### src/rtl/score_pkg.sv
// score_pkg: shared types and constants for the score_keeper block.
//   state_t       run-state encoding (IDLE / PLAYING / OVER)
//   BCD_MAX_DIGIT largest value a single BCD digit may hold
package score_pkg;

  typedef enum logic [1:0] {
    ST_IDLE    = 2'd0,
    ST_PLAYING = 2'd1,
    ST_OVER    = 2'd2
  } state_t;

  localparam logic [3:0] BCD_MAX_DIGIT = 4'd9;

endpackage

### src/rtl/bcd_digit.sv
// bcd_digit: one 4-bit BCD counter stage of the score chain.
// Ports:
//   clock      system clock, rising edge
//   reset      synchronous active-high reset, clears the digit
//   clear      synchronous clear (start of a new run)
//   inc_in     increment request from the previous stage (or the top level)
//   digit      current BCD digit value
//   carry_out  high when inc_in is high and the digit is at 9 (it wraps to 0)
module bcd_digit
  import score_pkg::*;
(
  input  logic       clock,
  input  logic       reset,
  input  logic       clear,
  input  logic       inc_in,
  output logic [3:0] digit,
  output logic       carry_out
);

  assign carry_out = inc_in && (digit == BCD_MAX_DIGIT);

  always_ff @(posedge clock) begin
    if (reset || clear) begin
      digit <= 4'd0;
    end else if (inc_in) begin
      digit <= (digit == BCD_MAX_DIGIT) ? 4'd0 : digit + 4'd1;
    end
  end

endmodule

### src/rtl/score_keeper.sv
// score_keeper: run-state FSM, BCD pipe counter and session high score.
// Ports:
//   clock        system clock, rising edge
//   reset        synchronous active-high reset
//   start        begin a new run from IDLE or OVER
//   pipe_passed  level; each rising edge in PLAYING adds one to the score
//   collision    level; ends the run when seen in PLAYING
//   score_bcd    current score, digit i in bits [4i+3:4i]
//   high_bcd     session high score, same layout
//   playing      state is PLAYING
//   game_over    state is OVER
//   new_high     in OVER, the last run beat the previous high score
// Build option: define SCORE_KEEPER_HIGH_SCORE_EN to build the high-score
// register and compare; otherwise high_bcd and new_high are tied to 0.
//
// state      | meaning
// ST_IDLE    | after reset, waiting for start
// ST_PLAYING | run in progress, counting pipes
// ST_OVER    | run ended by collision, score held, waiting for start
module score_keeper
  import score_pkg::*;
#(
  parameter int DIGITS = 2
) (
  input  logic                clock,
  input  logic                reset,
  input  logic                start,
  input  logic                pipe_passed,
  input  logic                collision,
  output logic [4*DIGITS-1:0] score_bcd,
  output logic [4*DIGITS-1:0] high_bcd,
  output logic                playing,
  output logic                game_over,
  output logic                new_high
);

  localparam int W = 4 * DIGITS;

  state_t state, state_next;

  logic              pipe_prev;
  logic              inc_event;
  logic              run_start;
  logic              all_nines;
  logic              chain_inc;
  logic [DIGITS:0]   carry;
  logic [DIGITS-1:0] digit_max;
  logic              top_carry_unused;

  // Reset value of 1 keeps a pipe_passed level held through reset from
  // looking like a fresh rising edge.
  always_ff @(posedge clock) begin
    if (reset) pipe_prev <= 1'b1;
    else       pipe_prev <= pipe_passed;
  end

  assign inc_event = pipe_passed && !pipe_prev;

  always_ff @(posedge clock) begin
    if (reset) state <= ST_IDLE;
    else       state <= state_next;
  end

  always_comb begin
    state_next = state;
    case (state)
      ST_IDLE:    if (start)     state_next = ST_PLAYING;
      ST_PLAYING: if (collision) state_next = ST_OVER;
      ST_OVER:    if (start)     state_next = ST_PLAYING;
      default:                   state_next = ST_IDLE;
    endcase
  end

  assign run_start = start && ((state == ST_IDLE) || (state == ST_OVER));

  // Collision wins over a same-cycle increment; the all-9s gate gives
  // saturation instead of wrapping to zero.
  assign all_nines = &digit_max;
  assign chain_inc = (state == ST_PLAYING) && !collision && inc_event && !all_nines;
  assign carry[0]  = chain_inc;

  for (genvar g = 0; g < DIGITS; g++) begin : g_digit
    bcd_digit u_digit (
      .clock     (clock),
      .reset     (reset),
      .clear     (run_start),
      .inc_in    (carry[g]),
      .digit     (score_bcd[4*g +: 4]),
      .carry_out (carry[g+1])
    );
    assign digit_max[g] = (score_bcd[4*g +: 4] == BCD_MAX_DIGIT);
  end

  // Never set: the chain is gated before the top digit can wrap.
  assign top_carry_unused = carry[DIGITS];

  assign playing   = (state == ST_PLAYING);
  assign game_over = (state == ST_OVER);

`ifdef SCORE_KEEPER_HIGH_SCORE_EN
  logic [W-1:0] high_q;
  logic         new_high_q;

  // Packed BCD with the most significant digit on top compares correctly
  // as an unsigned binary number.
  always_ff @(posedge clock) begin
    if (reset) begin
      high_q     <= '0;
      new_high_q <= 1'b0;
    end else if ((state == ST_PLAYING) && collision) begin
      if (score_bcd > high_q) begin
        high_q     <= score_bcd;
        new_high_q <= 1'b1;
      end else begin
        new_high_q <= 1'b0;
      end
    end else if (run_start) begin
      new_high_q <= 1'b0;
    end
  end

  assign high_bcd = high_q;
  assign new_high = new_high_q;
`else
  assign high_bcd = '0;
  assign new_high = 1'b0;
`endif

endmodule

### config.mk
export PLATFORM = sky130hd
export DESIGN_NAME = score_keeper
export DESIGN_NICKNAME = d
export VERILOG_FILES = /design/src/rtl/score_pkg.sv /design/src/rtl/bcd_digit.sv /design/src/rtl/score_keeper.sv
export SDC_FILE = /design/constraint.sdc
export NUM_CORES = 1
export LEC_CHECK = 0
export ABC_AREA = 1
export BUFFER_PORTS_ARGS = -buffer_cell sky130_fd_sc_hd__buf_2
export CAP_MARGIN = 20
export CORE_MARGIN = 1.5
export CORE_UTILIZATION = 50
export DETAILED_ROUTE_END_ITERATION = 6
export GPL_ROUTABILITY_DRIVEN = 0
export PLACE_DENSITY = 0.88
export SETUP_SLACK_MARGIN = 0.1
export SLEW_MARGIN = 40
export SYNTH_ARGS = -nofsm -noshare
export SYNTH_HDL_FRONTEND = slang
export SYNTH_SLANG_ARGS = --single-unit
### constraint.sdc
create_clock -name clock -period 1.9 [get_ports clock]
set_input_delay 0.38 -clock clock [delete_from_list [all_inputs] [get_ports clock]]
set_output_delay 0.38 -clock clock [all_outputs]
set_load 0.02 [all_outputs]
Word-level counts from Yosys, hierarchy flattened
Cells that the tools add are included.
- register bits after elaboration: 11
- input port bits: 5
- output and inout bits: 19
- logic and storage cells: 32
- add/subtract/negate cells: 2
- equal/unequal tests: 6
- multiplexer cells: 5
- reduce and logical (&&, ||, !) cells: 15
- operator list (kind ; count):
    $add 4x1->4 const B ; 2
    $eq 4x4->1 const B ; 2
    $mux 4 ; 2
    $logic_and 1x1->1 ; 6
    $mux 2 ; 2
    $pmux 2 s2 ; 1
    $reduce_and 2->1 ; 2
    $logic_not 1->1 ; 3
    $eq 2x1->1 const B ; 1
    $eq 2x2->1 const B ; 1
    $logic_not 2->1 ; 1
    $logic_or 1x1->1 ; 2
    $ne 2x1->1 const B ; 1
    $ne 2x2->1 const B ; 1
    $reduce_or 2->1 ; 1

Logic depth before layout (Yosys ltp)
- depth after elaboration: 5
- mapped depth: 8
- mapped depth without buffers: 8

Hierarchy
Synthesis repeated with hierarchy kept, for this count alone.
- cell total of the unflattened synthesis: 99
- area, all modules: 636.9 sq um
- modules (own cells, without submodules) (module ; times used ; cells an instance ; area an instance (sq um) ; seq. area each (sq um)):
    bcd_digit ; 2 ; 29 ; 195.2 ; 80.1
    score_keeper ; 1 ; 41 ; 246.5 ; 60.1

Least setup slack after synthesis
No wires, ideal clock.
- path kind: register -> register
- from: register g_digit[0].u_digit.digit[0]
- to: register g_digit[0].u_digit.digit[0]
- library setup time: 112 ps
- arrival time: 1093 ps
- required time: 1788 ps
- path slack: 695 ps
- stages on the path, launching flop included: 8
- buffers on the path: 0
- period minus slack after synthesis: 1205 ps
- cells stage by stage: dfxtp_1 > nand2_2 > nor2_8 > nand2_4 > nand2_2 > inv_1 > nor2_1 > nor2_1
- cells in the longest elaborated chain, start to end: 4
- elaborated cells between the ends (all ways): 6
- classes of those cells: add/sub (1); eq/ne (1); mux (1); reduce/logical (3)
- RTL lines (item ; RTL line ; source):
    start, declared ; bcd_digit.sv:16 ; output logic [3:0] digit,
    start signal, assigned ; bcd_digit.sv:26 ; digit <= (digit == BCD_MAX_DIGIT) ? 4'd0 : digit + 4'd1;
    branches (longest 4 deep; another with $add 4x1->4) ; - ;
Several ways; the timed one is not identified.
A chain may end at the register's enable or synchronous reset.

Worst setup path after layout
- from: register state[0]
- to: output playing
- cells in the longest elaborated chain, start to end: 1
- RTL lines (item ; RTL line ; source):
    start, declared ; score_keeper.sv:39 ; state_t state, state_next;
    start signal, assigned ; score_keeper.sv:61 ; else state <= state_next;
    $eq 2x1->1 ; score_keeper.sv:97 ; assign playing = (state == ST_PLAYING);
    end, declared ; score_keeper.sv:32 ; output logic playing,
Every way passes these cells.

==> results.py <==
metrics = {
    "clock_tree": {
        "cts_tree": "yes",
        "cts_buffer_depth": 2,
        "cts_made_buffers": 3,
        "ctsRootBufferMaster": "clkbuf_4",
        "clk_latency_ps": 280,
        "clkTransAtPathRegs_ps": 80,
        "ctsHoldBuffers": 0,
        "ctsResizeCount": 0,
        "cts.htree.levels": 1,
        "post_cts_buffers": 0,
        "clkSinkCount": 11,
    },
    "grt": {
        "grt_pass1_vias": 524,
        "grt_overflow": 0,
        "grt_pass1_wl_mm": 2.04,
        "grt_max_degree": 9,
        "track_usage_pct": 18.9,
        "antenna_found_initial": 0,
    },
    "floorplanning": {
        "floorplan.rows": 13,
        "ios": 24,
        "die-area_mm2": 0.00166,
        "die_x_um": 40.8,
        "fp.coreArea_mm2": 0.00132,
        "start_util_pct": 54.2,
        "die_y_um": 40.8,
    },
    "sta": {
        "finalSetupViolCount": 0,
        "layout_min_cycle_time_ps": 1370,
        "fin_setup_tns_ps": 0,
        "drv_slew": 0,
        "fin_crit_sh_pct": 71.9,
        "hold_viol": 0,
        "rsz0062_at_grt": "false",
        "fmax_mhz": 732,
        "hold_slack_ps": 295,
        "fin_worst_skew_ps": 6.76,
    },
    "yosys": {
        "synthCells": 104,
        "synthDistinctLibCells": 23,
        "ys_warn_count": 0,
        "syn_area_um2": 714,
        "postSynthAreaPerCell_um2": 6.87,
        "seq_area_frac_synth_pct": 30.8,
        "ys_ff_latch": 11,
    },
    "detailed_routing": {
        "dr.pass1.iters": 4,
        "viasPerCell": 4.75,
        "via_count": 646,
        "drc_errors": 0,
        "routed_wl_mm": 1.30,
        "drt-wirelength-per-cell_um": 9.54,
        "drt_iter0_drc": 12,
        "ant_nets": 0,
    },
    "outcome": {
        "status": "completed",
    },
    "worst_setup_path": {
        "required_ps": 1520,
        "setup.worst_path.class": "reg -> out",
        "crit_arrival_ps": 990,
        "start_kind": "flip-flop",
        "path_max_fanout": 3,
        "crit_path_end_kind": "output port",
    },
    "worst_hold_path": {
        "hold_path.class": "in -> reg",
    },
    "cells_and_area": {
        "areaGrowthSynthToFinish_pct": 10.9,
        "fin_nets": 127,
        "fin_util_pct": 60.1,
        "diodes": 0,
        "drive_gt1_share_pct": 26.4,
    },
    "power_and_ir_drop": {
        "p_per_area_mw_per_mm2": 578,
        "leakage_uw": 0.000446,
        "vdd_ir_drop_max_v": 0.000403,
    },
    "place": {
        "hpwl_mm": 1.05,
        "numPortBuffers": 14,
    },
    "run": {
        "drv_cap": 0,
    },
}
[registers in the layout (all words and copies together) (netlist names)]
register,count
pipe_prev,1
state,2
g_digit.u_digit.digit,8
[Yosys cell counts]
master | instances | area share [%]
a21oi_1 | 4 | 2.8
a21oi_2 | 1 | 1.2
buf_4 | 9 | 9.5
clkinv_1 | 1 | 0.52
conb_1 | 1 | 0.52
dfxtp_1 | 11 | 31
inv_1 | 16 | 8.4
inv_2 | 2 | 1.1
nand2_1 | 22 | 12
nand2_2 | 4 | 3.5
nand2_4 | 1 | 1.6
nand3_1 | 4 | 2.8
nand3_2 | 2 | 2.8
nand3b_1 | 1 | 1.1
nand4_1 | 4 | 3.5
nor2_1 | 11 | 5.8
nor2_2 | 2 | 1.8
nor2_8 | 2 | 5.6
nor3_1 | 1 | 0.70
o21ai_0 | 2 | 1.4
o21bai_1 | 1 | 1.1
or2_2 | 1 | 0.88
xor2_1 | 1 | 1.2
[cells in the final DEF, fill, tap and decap left out, drive strengths merged, types with 2 or more instances in the layout]
master | synthesis | final
o21ai | 2 | 2
nor2 | 15 | 15
clkbuf | 0 | 4
dfxtp | 11 | 11
inv | 18 | 18
nand2 | 27 | 27
buf | 9 | 14
conb | 1 | 9
nand3 | 6 | 6
a21oi | 5 | 5
nand4 | 4 | 4
[final timing paths]
check	from	end	cells after the start	slack, ps
worst max-delay path	state[0]$_SDFFE_PP0P_	playing	3	530
worst min-delay path	pipe_passed	pipe_prev$_SDFF_PP1_	2	300
worst max register to register	g_digit[0].u_digit.digit[0]$_SDFFE_PP0P_	g_digit[0].u_digit.digit[0]$_SDFFE_PP0P_	7	750
worst min register to register	g_digit[0].u_digit.digit[2]$_SDFFE_PP0P_	g_digit[0].u_digit.digit[2]$_SDFFE_PP0P_	2	510
[report_power, final]
group	switching [uW]	internal [uW]	total, uW	leakage, uW
Sequential	2.60	234	237	0.0000892
Clock	89.8	81.6	171	0.0000150
Combinational	38.0	12.0	49.9	0.000341
Total	130	328	458	0.000446
[worst max-delay path: stages, from the launching register on]
cell	delay [ps]
dfxtp_1	380
inv_2	50
nor2_1	100
buf_2	180
[metrics by stage]
stage / setup slack (ps) / cell area (um^2) / total power (uW) / instances
after floorplan: 695 / 744 / 295 / 112
after global placement: 683 / 766 / 291 / 132
after detailed placement: 642 / 766 / 292 / 132
after CTS: 526 / 792 / 461 / 136
after global routing: 473 / 792 / 477 / 136
final: 533 / 792 / 458 / 136
[layer usage]
layer	up-vias	wire length [um]	part of all wire, %	GRT usage [%]
met4	0	36	2.8	12.5
met2	23	616	47	31.3
li1	337	-	-	-
met1	281	577	44	21.1
met3	5	67	5.2	4.89
met5	-	0	0	0
[layout make-up]
| type | instances | area (um^2) |
|---|---|---|
| Multi-Input combinational cell | 73 | 385 |
| Tap cell | 15 | 18.8 |
| Timing Repair Buffer | 14 | 70.1 |
| Sequential cell | 11 | 220 |
| Fill cell | 115 | 526 |
| Clock buffer | 4 | 26.3 |
| Inverter | 19 | 71.3 |
[kinds of logic after synthesis]
group / synth area share, %
compound gates: 6.48
buf+inv: 19.4
other cells: 0.525
flops: 30.8
simple gates: 41.5
xor+xnor: 1.23
No activity file was read; power rests on OpenSTA's default activity.
